--- src/rtl/fx_gate_ctrl.sv ---
// fx_gate_ctrl: stereo noise gate with attack/hold/release gain ramping.
// Level is the larger channel magnitude; the gate opens when the level reaches
// the threshold, ramps gain up one LSB per attack step, holds for HOLD_SAMPLES
// samples after the level drops, then ramps down one LSB per release step.
module fx_gate_ctrl #(
  parameter int DATA_W       = 16,
  parameter int PARAM_W      = 8,
  parameter int HOLD_SAMPLES = 64
) (
  input  logic                   clk,
  input  logic                   reset,
  input  logic                   sample_en,
  input  logic [1:0][DATA_W-1:0] audio_in,
  input  logic [PARAM_W-1:0]     fx_threshold,
  input  logic [PARAM_W-1:0]     fx_attack,
  input  logic [PARAM_W-1:0]     fx_release,
  output logic [1:0][DATA_W-1:0] audio_out,
  output logic                   out_valid,
  output logic [PARAM_W:0]       gain_out,
  output logic [2:0]             gate_state
);

  typedef enum logic [2:0] {
    ST_CLOSED  = 3'd0,
    ST_ATTACK  = 3'd1,
    ST_OPEN    = 3'd2,
    ST_HOLD    = 3'd3,
    ST_RELEASE = 3'd4
  } state_t;

  localparam int LVL_W  = DATA_W - 1;
  localparam int PROD_W = DATA_W + PARAM_W + 2;
  localparam int HOLD_W = (HOLD_SAMPLES > 1) ? $clog2(HOLD_SAMPLES) : 1;
  localparam logic [HOLD_W-1:0] HOLD_LAST = HOLD_W'(HOLD_SAMPLES - 1);
  localparam logic [PARAM_W:0]  GAIN_MAX  = {1'b1, {PARAM_W{1'b0}}};

  state_t                  state_reg, state_next;
  logic [PARAM_W:0]        gain_reg, gain_next;
  logic [PARAM_W-1:0]      div_reg, div_next;
  logic [HOLD_W-1:0]       hold_reg, hold_next;
  logic [1:0][DATA_W-1:0]  audio_reg, audio_next;
  logic                    out_valid_reg;

  logic [1:0][LVL_W-1:0]   mag;
  logic [1:0][DATA_W-1:0]  scaled;
  logic [LVL_W-1:0]        level;
  logic [LVL_W-1:0]        thr_ext;
  logic                    hit;
  logic [PARAM_W-1:0]      active_div;
  logic                    step;

  // Per-channel magnitude (most negative value saturates) and gain scaling.
  // Scaling always uses the registered gain, i.e. the gain before this
  // sample's update.
  genvar gi;
  generate
    for (gi = 0; gi < 2; gi++) begin : g_chan
      logic [DATA_W-1:0]        neg_x;
      logic signed [PROD_W-1:0] smp_ext;
      logic signed [PROD_W-1:0] gain_ext;
      logic signed [PROD_W-1:0] prod;

      assign neg_x    = ~audio_in[gi] + 1'b1;
      // neg_x keeps its sign bit only for the most negative input
      assign mag[gi]  = !audio_in[gi][DATA_W-1] ? audio_in[gi][LVL_W-1:0] :
                        (neg_x[DATA_W-1] ? {LVL_W{1'b1}} : neg_x[LVL_W-1:0]);
      assign smp_ext  = {{(PROD_W-DATA_W){audio_in[gi][DATA_W-1]}}, audio_in[gi]};
      assign gain_ext = {{(PROD_W-PARAM_W-1){1'b0}}, gain_reg};
      assign prod     = smp_ext * gain_ext;
      assign scaled[gi] = DATA_W'(prod >>> PARAM_W);
    end
  endgenerate

  // Gate detector and ramp step decision.
  always_comb begin
    level      = (mag[0] > mag[1]) ? mag[0] : mag[1];
    thr_ext    = LVL_W'(fx_threshold) << (LVL_W - PARAM_W);
    hit        = (level >= thr_ext);
    active_div = (state_reg == ST_ATTACK) ? fx_attack : fx_release;
    step       = (div_reg >= active_div);
  end

  // Next-state, gain, counters and output sample; nothing moves without sample_en.
  always_comb begin
    state_next = state_reg;
    gain_next  = gain_reg;
    div_next   = div_reg;
    hold_next  = hold_reg;
    audio_next = audio_reg;
    if (sample_en) begin
      audio_next = scaled;
      case (state_reg)
        ST_CLOSED: begin
          gain_next = '0;
          if (hit) begin
            state_next = ST_ATTACK;
            div_next   = '0;
          end
        end
        ST_ATTACK: begin
          if (step) begin
            div_next = '0;
            if (gain_reg >= GAIN_MAX - 1'b1) begin
              gain_next  = GAIN_MAX;
              state_next = ST_OPEN;
            end else begin
              gain_next = gain_reg + 1'b1;
            end
          end else begin
            div_next = div_reg + 1'b1;
          end
        end
        ST_OPEN: begin
          gain_next = GAIN_MAX;
          if (!hit) begin
            state_next = ST_HOLD;
            hold_next  = '0;
            div_next   = '0;
          end
        end
        ST_HOLD: begin
          if (hit) begin
            state_next = ST_OPEN;
            div_next   = '0;
          end else if (hold_reg == HOLD_LAST) begin
            state_next = ST_RELEASE;
            div_next   = '0;
          end else begin
            hold_next = hold_reg + 1'b1;
          end
        end
        ST_RELEASE: begin
          if (hit) begin
            // re-attack continues from the current gain, no jump
            state_next = ST_ATTACK;
            div_next   = '0;
          end else if (step) begin
            div_next = '0;
            if (gain_reg <= (PARAM_W+1)'(1)) begin
              gain_next  = '0;
              state_next = ST_CLOSED;
            end else begin
              gain_next = gain_reg - 1'b1;
            end
          end else begin
            div_next = div_reg + 1'b1;
          end
        end
        default: begin
          state_next = ST_CLOSED;
          gain_next  = '0;
          div_next   = '0;
          hold_next  = '0;
        end
      endcase
    end
  end

  // State register with asynchronous reset that aborts any ramp.
  always_ff @(posedge clk or posedge reset) begin
    if (reset) begin
      state_reg     <= ST_CLOSED;
      gain_reg      <= '0;
      div_reg       <= '0;
      hold_reg      <= '0;
      audio_reg     <= '0;
      out_valid_reg <= 1'b0;
    end else begin
      state_reg     <= state_next;
      gain_reg      <= gain_next;
      div_reg       <= div_next;
      hold_reg      <= hold_next;
      audio_reg     <= audio_next;
      out_valid_reg <= sample_en;
    end
  end

  assign audio_out  = audio_reg;
  assign out_valid  = out_valid_reg;
  assign gain_out   = gain_reg;
  assign gate_state = state_reg;

endmodule

--- config.mk ---
export PLATFORM = sky130hd
export DESIGN_NAME = fx_gate_ctrl
export DESIGN_NICKNAME = d
export VERILOG_FILES = /design/src/rtl/fx_gate_ctrl.sv
export SDC_FILE = /design/constraint.sdc
export NUM_CORES = 1
export LEC_CHECK = 0
export CAP_MARGIN = 15
export CORE_MARGIN = 5
export CORE_UTILIZATION = 50
export DETAILED_ROUTE_END_ITERATION = 10
export PLACE_DENSITY_LB_ADDON = 0.05
export SYNTH_ARGS = -nofsm -noshare
export SYNTH_HDL_FRONTEND = slang
export SYNTH_SLANG_ARGS = --single-unit
--- constraint.sdc ---
create_clock -name clk -period 5.8 [get_ports clk]
set_clock_uncertainty 0.05 [all_clocks]
set_input_delay 1.16 -clock clk [delete_from_list [all_inputs] [get_ports clk]]
set_output_delay 1.16 -clock clk [all_outputs]
set_load 0.02 [all_outputs]
-- After elaboration in Yosys (flattened, before gate mapping)
Index checks and enable logic that the tools add are counted.
- logic and storage cells: 79
- register bits after elaboration: 59
- memories: 0
- input port bits: 59
- latch bits: 0
- bits in read-only memories: 0
- bits in writable memories: 0
- $lt $le $gt $ge: 5
- divide/modulo/power cells: 0
- equality and inequality tests: 16
- multipliers: 2
- reduce and logical (&&, ||, !) cells: 6
- add/sub/neg operators: 6
- shifts and indexed selects: 0
- muxes and demuxes: 33
- bitwise logic cells: 4
- operators with widths (operator ; number):
    15-bit two-way mux ; 5
    8-bit two-way mux ; 7
    16-bit by 10-bit multiplier with 24-bit output ; 2
    9-bit two-way mux ; 5
    8-bit one-hot mux with 5 select lines ; 1
    9-bit one-hot mux with 4 select lines ; 1
    16-bit by 1-bit adder with 16-bit output, second input constant ; 2
    16-bit NOT ; 2
    3-bit two-way mux ; 9
    6-bit two-way mux ; 3
    6-bit one-hot mux with 3 select lines ; 1
    15-bit greater-or-equal comparator ; 1
    15-bit > comparator ; 1
    3-bit one-hot mux with 5 select lines ; 1
    2-bit != test, second input constant ; 7
    5-bit AND reduction ; 2
    9-bit by 1-bit adder with 9-bit output, second input constant ; 1
    9-bit by 8-bit greater-or-equal comparator with 1-bit output, second input constant ; 1
    9-bit by 1-bit less-or-equal comparator with 1-bit output, second input constant ; 1
    3-bit != test, second input constant ; 3
    9-bit by 1-bit subtractor with 9-bit output, second input constant ; 1
    8-bit by 1-bit adder with 8-bit output, second input constant ; 1
    8-bit greater-or-equal comparator ; 1
    8-bit AND reduction ; 1
    other kinds (10) ; 12

-- Longest topological paths before layout
Gate-level depths: netlist of run 1.
- word-level depth: 9
- gate-level depth with buffers: 30

-- Worst setup path after synthesis of run 1
OpenSTA, ideal clock, no wires.
- path type: input -> register
- start point: input port audio_in[15] in the netlist's numbering
- end point: register audio_reg, in the netlist audio_out[13]
- data required time: 5.625 ns
- arrival time: 6.807 ns
- slack: -1.182 ns
- stages: 21
- path through: clkbuf_1 -> clkbuf_1 -> clkbuf_1 -> nand2_1 -> fa_1 -> inv_1 -> fa_1 -> inv_1 -> fa_1 -> inv_1 -> fa_1 -> fa_1 -> ha_1 -> a2111oi_0 -> a21o_1 -> a211oi_1 -> a2111oi_0 -> nor2b_1 -> nor2_1 -> xnor2_1 -> mux2_2
- longest elaborated chain between the ends: 1
- ends and longest elaborated chain (what ; line ; RTL):
    from (decl) ; 13 ; input logic [1:0][DATA_W-1:0] audio_in,
    16-bit by 10-bit multiplier with 24-bit output ; 69 ; assign prod = smp_ext * gain_ext;
    to (signal assigned) ; 173 ; audio_reg <= audio_next;
    to (decl) ; 41 ; logic [1:0][DATA_W-1:0] audio_reg, audio_next;
Every way passes these cells.
A chain may end at the register's enable or synchronous reset.

-- Worst setup path in the final report of run 1
- start point: input port audio_in[16] in the netlist's numbering
- end point: register state_reg[2], in the netlist gate_state[2]
- longest elaborated chain between the ends: 9
- ends and longest elaborated chain (what ; line ; RTL):
    16-bit NOT ; 63 ; assign neg_x = ~audio_in[gi] + 1'b1;
    16-bit by 1-bit adder with 16-bit output ; 63 ;
    15-bit two-way mux ; 66 ; (neg_x[DATA_W-1] ? {LVL_W{1'b1}} : neg_x[LVL_W-1:0]);
    15-bit two-way mux (*) ; 65 ; assign mag[gi] = !audio_in[gi][DATA_W-1] ? audio_in[gi][LVL_W-1:0] :
    15-bit > comparator ; 76 ; level = (mag[0] > mag[1]) ? mag[0] : mag[1];
    15-bit two-way mux (*) ; 76 ;
    15-bit greater-or-equal comparator (*) ; 78 ; hit = (level >= thr_ext);
    3-bit != test (no line), or another cell as far along ; n/a ;
    8-bit AND reduction (no line) / 3-bit one-hot mux with 5 select lines (equally long branches) ; n/a ;
    to (signal assigned) ; 169 ; state_reg <= state_next;
    to (decl) ; 37 ; state_t state_reg, state_next;
Mark *: on every way between the ends. The rest lies on a longest branch, timed or not.

==> results of run 1 <==
## placed cells by master (no fill, tap or decap), types with 17 or more instances in the layout
cell type        instances
nand2_1                142
dfrtp_1                 59
inv_1                  262
o21ai_0                 25
mux2_2                  25
nor3_1                  17
xor2_1                  18
buf_6                   53
xnor2_1                 33
clkdlybuf4s50_1         71
inv_2                   19
a21oi_1                 37
buf_4                  275
ha_1                   119
nor2_1                  62
fa_1                   219
ha_4                    18
and2_1                 167
## how the worst min path moves through the flow
stage               cells after the start                   endpoint                       from  slack (ns)
floorplan                               2    hold_reg[1]$_DFFE_PP0P_    hold_reg[1]$_DFFE_PP0P_        0.44
global placement                        1  audio_out[16]$_DFFE_PP0P_  audio_out[16]$_DFFE_PP0P_        0.44
detailed placement                      1  audio_out[12]$_DFFE_PP0P_  audio_out[12]$_DFFE_PP0P_        0.44
CTS                                     1  audio_out[24]$_DFFE_PP0P_  audio_out[24]$_DFFE_PP0P_        0.46
global route                            1   audio_out[2]$_DFFE_PP0P_   audio_out[2]$_DFFE_PP0P_        0.46
finish                                  1  audio_out[25]$_DFFE_PP0P_  audio_out[25]$_DFFE_PP0P_        0.46
## worst max-delay path, delay by kind of cell
family,cells,cell delay [ns]
buffers and inverters,4,0.65
muxes,1,0.30
AOI/OAI and AO/OA,9,1.34
and+or+nand+nor,12,2.65
adders and majority gates,2,0.59
## cells by family after synthesis
| logic type | after synthesis | synth area share [%] |
|---|---|---|
| buffers and inverters | 370 | 9.74 |
| AOI/OAI and AO/OA | 219 | 9.95 |
| muxes | 39 | 3.05 |
| DFF | 59 | 10.3 |
| xor gates and xnor gates | 56 | 3.43 |
| and+or+nand+nor | 532 | 19.4 |
| adders and majority gates | 367 | 44.1 |
## final cells by class
class	instances	area share, %
multi-input cells	1213	63.3
repair buffers	440	19.8
flip-flops and latches	59	7.53
inverters	281	5.38
well taps	378	2.41
clock buffers	9	1.15
clock inverters	7	0.427
## routing by layer
metal	vias to the layer above	wire, µm	share of wire [%]
met5	-	9	0.022
met4	2	818	2.0
met3	74	2770	6.8
met2	390	19500	48
met1	6373	17500	43
li1	5927	-	-
## power by group
part           total [mW]  switching [mW]  leakage [nW]  internal (mW)
clock network       0.591           0.250         0.149          0.341
registers           0.710           0.143         0.754          0.567
logic                5.96            2.96          8.99           3.00
## repair_timing
action / 4_1_cts / 5_1_grt
cloned: 3 / 0
pin swaps: 107 / 53
buffers inserted: 76 / 17
hold buffers: 0 / 0
setup endpoints to repair: 53 / 49
endpoints found under the hold margin: 0 / 0
resized for setup: 253 / 86
==> results by stage, run 1 <==
Routing:
- For this block, the via count after detailed routing is 12800.
- For this block, the initial DRC count from the detailed router was 763.
- In this run the remaining antenna-violating nets after routing total 0.
- Dividing the detail-routed via count by the number of cells gives 5.35.
- Summed over all layers, the routed wires come to 40600 µm.
- For this run, the detailed router's first-pass iteration total came to 5.
- In the final routed layout, each cell accounts on average for 17.0 µm.
- After detailed routing, the number of remaining DRC violations is 0.

Status:
- The checks that failed: negative setup slack.
- The flow ran to the end, but the final reports show violations.

Logic synthesis:
- The number of warning messages in the yosys log is 0.
- By area the synthesized netlist is led by fa_1, ha_1, dfrtp_1.
- A synthesized cell averages 8.70 µm².
- The cell area after synthesis is 14300 µm².
- Counting flops with a built-in enable in the synthesized netlist gives 0.
- Of the synthesized area, sequential elements account for 10.3%.
- Counting distinct cell types in the post-synthesis netlist gives 67.
- Yosys instantiated no cell more often than inv_1.
- The synthesized instance count is 1642.
- The commonest cells after synthesis are inv_1, fa_1, and2_1, nand2_1, ha_1.
- The area share of the leading cell type in the synthesized netlist is 32.0%.
- Among all flip-flop cells after synthesis, the most frequent one is dfrtp_1.
- The largest total area in the synthesized netlist belongs to fa_1.
- For this run, asynchronously set or reset flops after synthesis account for 100%.
- In this run, synthesis produced a sequential element count of 59.
- The post-synthesis net count is 2068.

Die:
- The core region is 28000 µm².
- The die boundary width is 179 µm.
- The floorplan step defined a die boundary enclosing 32000 µm².
- In this run the count of I/O pins placed on the die edge is 104.
- The number of placement rows is 61.
- The starting density of the core is 51.0%.
- The die boundary height is 179 µm.

Power:
- IR analysis of the VDD net gives a maximum drop of 281 µV.
- The design draws 7.26 mW.
- The static leakage power is 9.90 nW.
- The total power density per cell area is 370 nW/µm².

Place:
- The placed cell area is 17700 µm².
- The count of buffers added on input and output ports is 103.
- The congestion estimate from routability-driven global placement came to 0.923.
- The sum of net half-perimeters after detailed placement is 30100 µm.
- Including well taps, the total number of placed cells is 2277.
- The pre-CTS setup slack is -1.53 ns.

STA:
- In this run the tightest slew margin relative to its limit is 25.9%.
- The final-report max-slew violation count is 0.
- The ratio of final minimum period to clock period is 112%.
- For the pin with the worst max-slew slack, the measured transition is 1.11 ns.
- The worst-case hold slack is 0.456 ns.
- Setup repair after global routing could not meet its margin everywhere.
- The total setup violations reported at the end of the flow is 42.
- The total negative slack is -16.74 ns.
- The number of hold-slack violations in the final timing report came to 0.
- The slack of the critical path is -0.712 ns.
- The smallest clock period supported by the final layout is computed as 6.51 ns.
- The fmax is 154 MHz.

Setup path:
- In this design, the stage delay of the slowest critical-path cell is 0.45 ns.
- The peak fanout along the critical path is 5.
- The worst setup path is captured at a register.
- The worst-path cell with the longest stage delay is or4_4.
- The critical path in this run is classified as in -> reg.
- The startpoint of the most critical setup path is audio_in[16].
- The worst register-to-register path ends at audio_out[31]$_DFFE_PP0P_.
- The setup check on the worst reg-to-reg path leaves a slack of 0.03 ns.
- For the worst setup path, the data arrival time is 6.69 ns.
- The worst setup path is launched from an input pin.
- The number of cells on the worst reg-to-reg path is 20.
- In this run the critical register-to-register path is launched from gain_out[2]$_DFFE_PP0P_.
- The endpoint of the most critical setup path is gate_state[2]$_DFFE_PP0P_.
- STA puts the critical path data required time at 5.98 ns.

Job:
- The number of max-capacitance violations reported is 0.

Global routing:
- The initial antenna violation count came to 1.
- The remaining global-route overflow is 0.
- The most used routing layer in global routing is met2.
- The largest net degree at the start of global routing is 60.
- For this run, global-route usage on met1 was measured as 37.1%.
- The number of global-route vias before repair is 13500.
- Global routing used 44.5% of the available met2 tracks.
- The first global-routing pass estimated 67600 µm of wire.
- Across every metal layer, demand over resource in global routing totals 26.6%.
- The global-route met3 utilization is 3.46%.

Final layout:
- Once layout is done, the placed cells without fillers occupy 19600 µm².
- Registers take 1480 µm².
- The multi-input combinational cell area is 12400 µm².
- Cells fill 70.0% of the core in the end.
- The post-layout instance count excluding filler cells is 2387.
- Compared with the post-synthesis result, the final layout area differs by 37.3%.
- Of the cells placed in the final design, the portion with a size suffix greater than 1 is 29.3%.
- For this run, the post-layout net count is 2430.
- The number of fill cells is 2247.
- The register with the most flip-flops in the layout has 32 of them.
- The repair_antennas step left the layout with diodes totalling 0.

Min path:
- The tightest min-delay check is of the reg -> reg type.

Clock tree:
- The TritonCTS sink count is 59.
- CTS built an H-tree with a depth of 3.
- The number of buffers created by CTS is 9.
- The longest clock path from root to sink contains 2 buffers.
- The root buffer cell chosen for the clock tree is clkbuf_16.
- The clock-pin slew on the worst setup and hold paths is 0.06 ns.
- TritonCTS built the clock tree.
- The later pin in the worst-skew pair is clocked with a latency of 0.35 ns.
Power figures use the tool's default switching activity.
==> run 2, diff against run 1 <==
- ABC_AREA: default -> 1
==> run 2 against run 1 <==
  * The flow now finishes without violations
  * Design area is 7.2% higher
  * Sequential share of layout area down 0.50 points
  * Flip-flop and latch count stayed put
  * Final cell count rose by 25%
  * Hold slack got worse by 0.026 ns
  * Global-route usage shrank 1.4 points
  * Clock-buffer cell count is the same
  * Via count increased by 16%
  * Critical path depth decreased by 7
  * Critical endpoint is now audio_out[10]$_DFFE_PP0P_
==> results by stage, run 2 <==
Setup path:
- The launching element type of the critical path is an input pin.
- The worst path required time is 6.01 ns.
- STA classifies the critical path endpoint as a register.
- The data arrival time of the critical path is 5.82 ns.
- The endpoint of the worst register-to-register path is audio_out[31]$_DFFE_PP0P_.
- Measured in cells, the most critical reg-to-reg path has a length of 23.
- The setup slack of the most critical reg-to-reg path is 0.51 ns.
- The launching point of the worst reg2reg path is gain_out[3]$_DFFE_PP0P_.
- By startpoint and endpoint, the worst setup path is classified as in -> reg.
- The peak fanout along the critical path is 4.

Die:
- The die covers 34900 µm².
- From left edge to right edge, the die measures 187 µm.
- In this run the core area contains 64 standard-cell rows.
- The starting density of the core is 50.9%.
- The floorplan step set the die height to 187 µm.
- The core region is 30700 µm².
- The top-level I/O count is 104.

STA:
- The final critical path time including I/O delays and setup is 5.60 ns.
- The total negative slack is 0 ns.
- At the pin with the least slew margin, the transition time is 0.832 ns.
- Across all hold checks on the routed design, the worst slack comes to 0.430 ns.
- The number of hold-slack violations in the final timing report is 0.
- Of the available clock period, the critical path in the final layout requires 96.6%.
- The fmax is 178 MHz.
- The final-report max-slew violation count is 0.
- Setup violations remaining at the end of the flow were counted as 0.
- Measured against its own limit, the worst slew margin works out to 44.2%.

Logic synthesis:
- In the post-synthesis netlist, the biggest area contributors are fa_1, inv_1, nand2_1.
- By count the netlist is led by inv_1, nand2_1, fa_1, ha_1, nor2_1.
- The number of different library cells used by synthesis comes to 52.
- The share of synthesized area occupied by flip-flops and latches is 9.44%.
- Counting flops with a built-in enable in the synthesized netlist gives 0.
- The library cell occupying the most area in the post-synthesis netlist is fa_1.
- The synthesized instance count is 2198.
- The share of flip-flops with an asynchronous set or reset after synthesis is 100%.
- Of the post-synthesis cell area, the dominant cell type holds 29.2%.
- The leading register cell type out of synthesis is dfrtp_1.
- The average footprint of a synthesized cell is 7.12 µm².
- The post-synthesis net count is 2624.
- The cell area after synthesis is 15600 µm².
- Yosys printed 0 warnings.
- The synthesized design contains 59 register bits.
- The leading cell type by number of instances after synthesis is inv_1.

Global routing:
- Entering global routing, the biggest net connects 60 pins.
- The initial antenna violation count is 0.
- The wire length of the first global-routing pass is 73600 µm.
- The number of global-route vias before repair is 15400.
- The overall global routing resource usage is 25.2%.
- Global routing finished with a remaining overflow of 0.

Final layout:
- The net count of the finished layout is 3004.
- In the layout the commonest cells are inv_1, nand2_1, buf_4, fa_1, ha_1.
- The number of flip-flops in the largest register is 32.
- Compared with the post-synthesis result, the final layout area differs by 34.4%.
- The post-route netlist has 25.1% of its cells at a drive strength greater than 1.
- The antenna cell count is 0.
- The area taken by flip-flops and latches is 1480 µm².
- After the flow finishes, the layout carries non-filler instances totaling 2979.
- The multi-input combinational cell area is 12700 µm².
- The final core utilization is 68.4%.
- Counting the fill cells in the layout gives 2666.
- The library cell used most frequently in the layout, excluding fill and tap cells, is inv_1.

Clock tree:
- The insertion delay of the later-clocked pin in the worst-skew pair is 0.34 ns.
- The count of H-tree levels built during CTS is 3.
- In this run the clock root is driven by a clkbuf_16.
- After clock tree synthesis, the clock-pin slew on the worst setup and hold paths is 0.06 ns.
- TritonCTS built the clock tree.
- The TritonCTS sink count is 59.
- No sink is reached through more buffers than the 2 on the longest clock path.
- The number of buffers created by CTS is 9.
- For this design, the CTS-stage hold fixing added 0 buffers.

Routing:
- In this run the remaining antenna-violating nets after routing total 0.
- The length of the first detailed-routing pass in iterations is 5.
- For this block, the initial DRC count from the detailed router was 688.
- Summed over all layers, the routed wires come to 43600 µm.
- Dividing the detail-routed wire length by the instance count gives 14.6 µm.
- In the routed layout, each cell is associated on average with a via count of 4.99.
- The final route contains 14900 vias.
- The count of unresolved DRC violations after routing is 0.

Place:
- Counting tap cells, the placed design contains a total of 2909 instances.
- Routability-driven placement finished with a final weighted congestion of 0.897.
- The sum of net half-perimeters after detailed placement is 35000 µm.
- The count of buffers inserted at the top-level ports is 103.

Power:
- The clock network burns 6.5% of the power.
- Across the VDD grid, the largest voltage drop is 366 µV.
- The analysis attributes to net switching a power of 3.90 mW.
- The fraction of power consumed by combinational cells is 84.5%.
- For this design the ratio of total power to cell area is 371 nW/µm².
- The internal cell power is 3.89 mW.
- Registers are responsible for 9.0% of the overall power.
- The static leakage power is 12.3 nW.
- Of the total power, the share spent switching nets is 50.1%.

Min path:
- In this run the most critical hold path is launched from audio_out[24]$_DFFE_PP0P_.
- The number of instances on the worst hold path is 2.
- The path class of the tightest hold or removal check is reg -> reg.
- The path with the worst hold slack has its endpoint at audio_out[24]$_DFFE_PP0P_.

Status:
- The flow ran to the end, and the final reports show no timing, DRC or antenna violations.

Job:
- The tool flagged a number of max-cap violations equal to 0.
-- run 2: cell type report --
| type | instances | area share (%) |
|---|---|---|
| Inverter | 580 | 10.4 |
| Sequential cell | 59 | 7.03 |
| Multi-Input combinational cell | 1477 | 60.4 |
| Timing Repair Buffer | 451 | 18.5 |
| Clock inverter | 7 | 0.250 |
| Tap cell | 396 | 2.36 |
| Clock buffer | 9 | 1.07 |
-- run 2: kinds of logic after synthesis --
family,share of synthesized area [%]
xor gates and xnor gates,2.58
buffers and inverters,16.5
muxes,0.448
adders and majority gates,40.3
DFF,9.44
AOI/OAI and AO/OA,7.68
and+or+nand+nor,23.1
-- run 2: routing by layer --
| layer | up-vias | routed length, µm | global-route usage (%) |
|---|---|---|---|
| li1 | 7326 | - | - |
| met1 | 7139 | 18200 | 31.6 |
| met2 | 312 | 22300 | 45.8 |
| met3 | 80 | 1550 | 2.71 |
| met4 | 0 | 1560 | 7.74 |
| met5 | - | 0 | 0 |
-- run 2: timing repair --
item	in CTS	in global routing
setup endpoints to repair	51	55
gates cloned	1	1
pin swaps	59	149
gates resized for setup	129	199
setup buffers	16	38
-- run 2: worst max path at each step --
stage,start,to,slack (ns)
final,audio_in[7],audio_out[10]$_DFFE_PP0P_,0.20
after global routing,audio_in[16],div_reg[5]$_DFFE_PP0P_,-0.007
after CTS,audio_in[29],audio_out[31]$_DFFE_PP0P_,-0.05
after detailed placement,audio_in[28],audio_out[31]$_DFFE_PP0P_,-0.65
after global placement,audio_in[16],gate_state[1]$_DFFE_PP0P_,-0.67
after floorplan,audio_in[31],audio_out[31]$_DFFE_PP0P_,0.004
-- run 2: worst max-delay path, cell delays in order --
cell and delay [ns]:
clkdlybuf4s15_1 0.23, buf_4 0.18, nand2_1 0.06, inv_1 0.05, fa_1 0.50, fa_1 0.50
inv_1 0.05, fa_1 0.50, inv_1 0.06, fa_1 0.50, fa_1 0.54, ha_4 0.33
nand2_4 0.08, nor2_2 0.10, nand2_1 0.05, o211ai_1 0.14, a21oi_2 0.07, o21ai_2 0.24
nand2_1 0.12, a21o_1 0.18, a31oi_1 0.16
-- run 2: power groups by stage --
stage | clock network (mW) | logic, mW | registers, mW
CTS | 0.515 | 6.00 | 0.704
floorplan | 0 | 3.22 | 0.818
global placement | 0 | 5.36 | 0.706
finish | 0.504 | 6.59 | 0.704
global route | 0.531 | 7.34 | 0.727
detailed placement | 0 | 5.44 | 0.706
-- run 2: metrics by stage --
stage | setup WS, ns | total power [mW] | instance area, µm²
3_5_place_dp | -0.653 | 6.15 | 19100
5_1_grt | -0.00689 | 8.60 | 21000
4_1_cts | -0.0508 | 7.22 | 20100
6_report | 0.196 | 7.79 | 21000
3_3_place_gp | -0.672 | 6.06 | 19100
2_1_floorplan | 0.00437 | 4.03 | 15700
==> run 3, diff against run 2 <==
- SKIP_LAST_GASP: default -> 1
==> run 3 against run 2 <==
  * Clock-buffer cell count unchanged
  * Die area unchanged
  * Power decreased by 1.2%
  * Non-clock buffer count decreased by 9
  * Critical endpoint unchanged
  * Largest power group unchanged
  * Largest cell class unchanged
  * Highest routed layer unchanged
==> results by stage, run 3 (synthesized netlist as in run 2, its figures left out) <==
Status:
- The flow ran to the end, and the final reports show no timing, DRC or antenna violations.

Setup path:
- The worst-path cell with the longest stage delay is fa_1.
- The setup slack of the most critical reg-to-reg path is 0.37 ns.
- The startpoint of the most critical setup path is audio_in[7].
- The delay of the slowest critical-path stage is 0.54 ns.
- STA classifies the critical path startpoint as an input pin.
- The kind of critical path is in -> reg.
- The signal on the critical path passes through clkdlybuf4s15_1 > buf_4 > nand2_1 > inv_1 > fa_1 > fa_1 > inv_1 > fa_1 > inv_1 > fa_1 > fa_1 > ha_4 > nand2_4 > nor2_2 > nand2_1 > o211ai_1 > a21oi_2 > o21ai_2 > nand2_1 > a21o_1 > a31oi_1.
- The endpoint of the worst register-to-register path is audio_out[10]$_DFFE_PP0P_.
- The data arrival time of the critical path is 5.82 ns.
- The cell repeated most along the worst path is fa_1.
- The cell family contributing the most delay on the critical path is adder cells.
- The launching point of the worst reg2reg path is gain_out[3]$_DFFE_PP0P_.
- The peak fanout along the critical path is 4.
- The total buffers and inverters traversed by the critical path is 5.
- Data on the critical path is required at its endpoint by 6.01 ns.
- STA classifies the critical path endpoint as a register.
- The worst register-to-register path has a depth of 19.

Clock tree:
- The insertion delay of the later-clocked pin in the worst-skew pair is 0.34 ns.
- The count of H-tree levels built during CTS is 3.
- Buffers inserted during clock tree synthesis total 9.
- Buffers inserted to repair hold after CTS numbered 0.
- The TritonCTS sink count is 59.
- TritonCTS built the clock tree.
- The root buffer selected by CTS is clkbuf_16.
- The buffer depth of the longest clock path is 2.
- Clock-pin slew was measured on the worst setup and hold paths at 0.06 ns.

Routing:
- The wire length after detailed routing is 43400 µm.
- The count of unresolved DRC violations after routing is 0.
- Dividing the detail-routed wire length by the instance count gives 14.6 µm.
- The initial detailed-routing violation count is 698.
- In the routed layout, each cell is associated on average with a via count of 5.00.
- The detail route stage leaves a number of antenna-violating nets equal to 0.
- The detailed router placed 14800 vias in this run.
- The length of the first detailed-routing pass in iterations is 5.

Die:
- The starting density of the core is 50.9%.
- After floorplanning, the core was divided into 64 placement rows.
- The floorplan core area is 30700 µm².
- The floorplan step set the die width to 187 µm.
- The die covers 34900 µm².
- The die is 187 µm tall.
- The top-level I/O count is 104.

Final layout:
- The most common cell after layout, fill and taps aside is inv_1.
- 0 antenna diodes ended up in the layout.
- The library cells used most frequently in the layout, excluding fill and tap cells, are inv_1, nand2_1, buf_4, fa_1, ha_1.
- The register with the most flip-flops in the layout has 32 of them.
- The signed area change from the synthesized netlist to the final layout is 33.2%.
- The fraction of layout instances using a drive strength above 1 is 24.1%.
- The final layout net count is 2995.
- The summed area of non-filler cells in the final layout is 20800 µm².

Min path:
- The path class of the tightest hold or removal check is reg -> reg.
- The path with the worst hold slack has its endpoint at audio_out[18]$_DFFE_PP0P_.
- The startpoint identified for the worst hold timing path is audio_out[18]$_DFFE_PP0P_.
- The number of instances on the worst hold path is 2.

STA:
- The final-report max-slew violation count came to 0.
- The total setup violations reported at the end of the flow is 0.
- The number of hold-slack violations in the final timing report is 0.
- The headroom to the max-slew limit is 44.0%.
- The fmax is 179 MHz.
- For the pin with the worst max-slew slack, the measured transition is 0.835 ns.
- The worst path uses 96.6% of the clock period.
- The routed design could run at a clock period as short as 5.60 ns.
- Setup slack on the critical path of the routed design comes to 0.198 ns.

Place:
- Once detailed placement completed, the half-perimeter wirelength came to 35000 µm.
- The congestion estimate from routability-driven global placement came to 0.897.
- Summing all placed instances gives a cell area of 19100 µm².
- The pre-CTS setup slack is -0.653 ns.
- During placement, the flow inserted port buffers numbering 103.

Job:
- The number of max-capacitance violations reported is 0.

Global routing:
- The largest net degree at the start of global routing is 60.
- Global routing used 25.2% of the available tracks.
- The initial antenna violation count is 0.
- The wire length of the first global-routing pass is 73600 µm.
- The number of global-route vias before repair is 15400.
- For this run the aggregate overflow at the end of global routing stands at 0.

Power:
- Across the VDD grid, the largest voltage drop is 368 µV.
- The analysis attributes to cell leakage a power of 12.2 nW.
- Power spread over the standard cell area amounts to 369 nW/µm².
## run 3: cell types whose count changed in the layout (fill, tap and decap cells not counted), sizes merged
cell	change
buf	-9
## run 3: report_power, final
group	total, mW	switching [mW]	internal [mW]
clock network	0.503	0.213	0.291
registers	0.705	0.140	0.565
logic	6.49	3.50	2.99
## run 3: per-layer routing
metal / track usage [%] / part of all wire, % / vias to the layer above
li1: - / - / 7307
met1: 31.6 / 42 / 7125
met2: 45.7 / 51 / 329
met3: 2.71 / 3.9 / 80
met4: 7.74 / 3.7 / 0
met5: 0 / 0 / -
## run 3: per-stage QoR
step	total power [mW]	utilization, %	setup TNS [ns]	std cells	hold slack (ns)
detailed placement	6.15	62.2	-29.26	2909	0.418
floorplan	4.03	-	0	2198	0.465
CTS	7.20	65.3	-0.0890	2941	0.433
global placement	6.06	62.2	-29.54	2909	0.417
finish	7.70	67.8	0	2970	0.429
global route	8.51	67.8	-0.0131	2970	0.445
## run 3: final cells by class
cell class	instances	area [µm²]
sequential	59	1480
timing repair buffer	442	3800
multi-input combinational	1477	12600
clock buffer	9	225
inverter	580	2180
fill	2679	9900
tap	396	495
clock inverter	7	52.6
## run 3: timing repair
| item | 4_1_cts | 5_1_grt |
|---|---|---|
| pin swaps | 59 | 133 |
| cloned | 1 | 2 |
| endpoints found under the setup margin | 51 | 55 |
| gates resized for setup | 125 | 180 |
| buffers inserted | 16 | 27 |
## run 3: worst min-delay path, cell delays in order, from the launching register on
cell	delay, ns
dfrtp_1	0.34
nand2_1	0.05
nand2_1	0.05
## run 3: how the worst max path moves through the flow
stage | end | slack (ns) | depth (start not counted)
2_1_floorplan | audio_out[31]$_DFFE_PP0P_ | 0.004 | 24
3_3_place_gp | gate_state[1]$_DFFE_PP0P_ | -0.67 | 37
3_5_place_dp | audio_out[31]$_DFFE_PP0P_ | -0.65 | 24
4_1_cts | audio_out[31]$_DFFE_PP0P_ | -0.06 | 26
5_1_grt | div_reg[5]$_DFFE_PP0P_ | -0.007 | 34
6_report | audio_out[10]$_DFFE_PP0P_ | 0.20 | 21
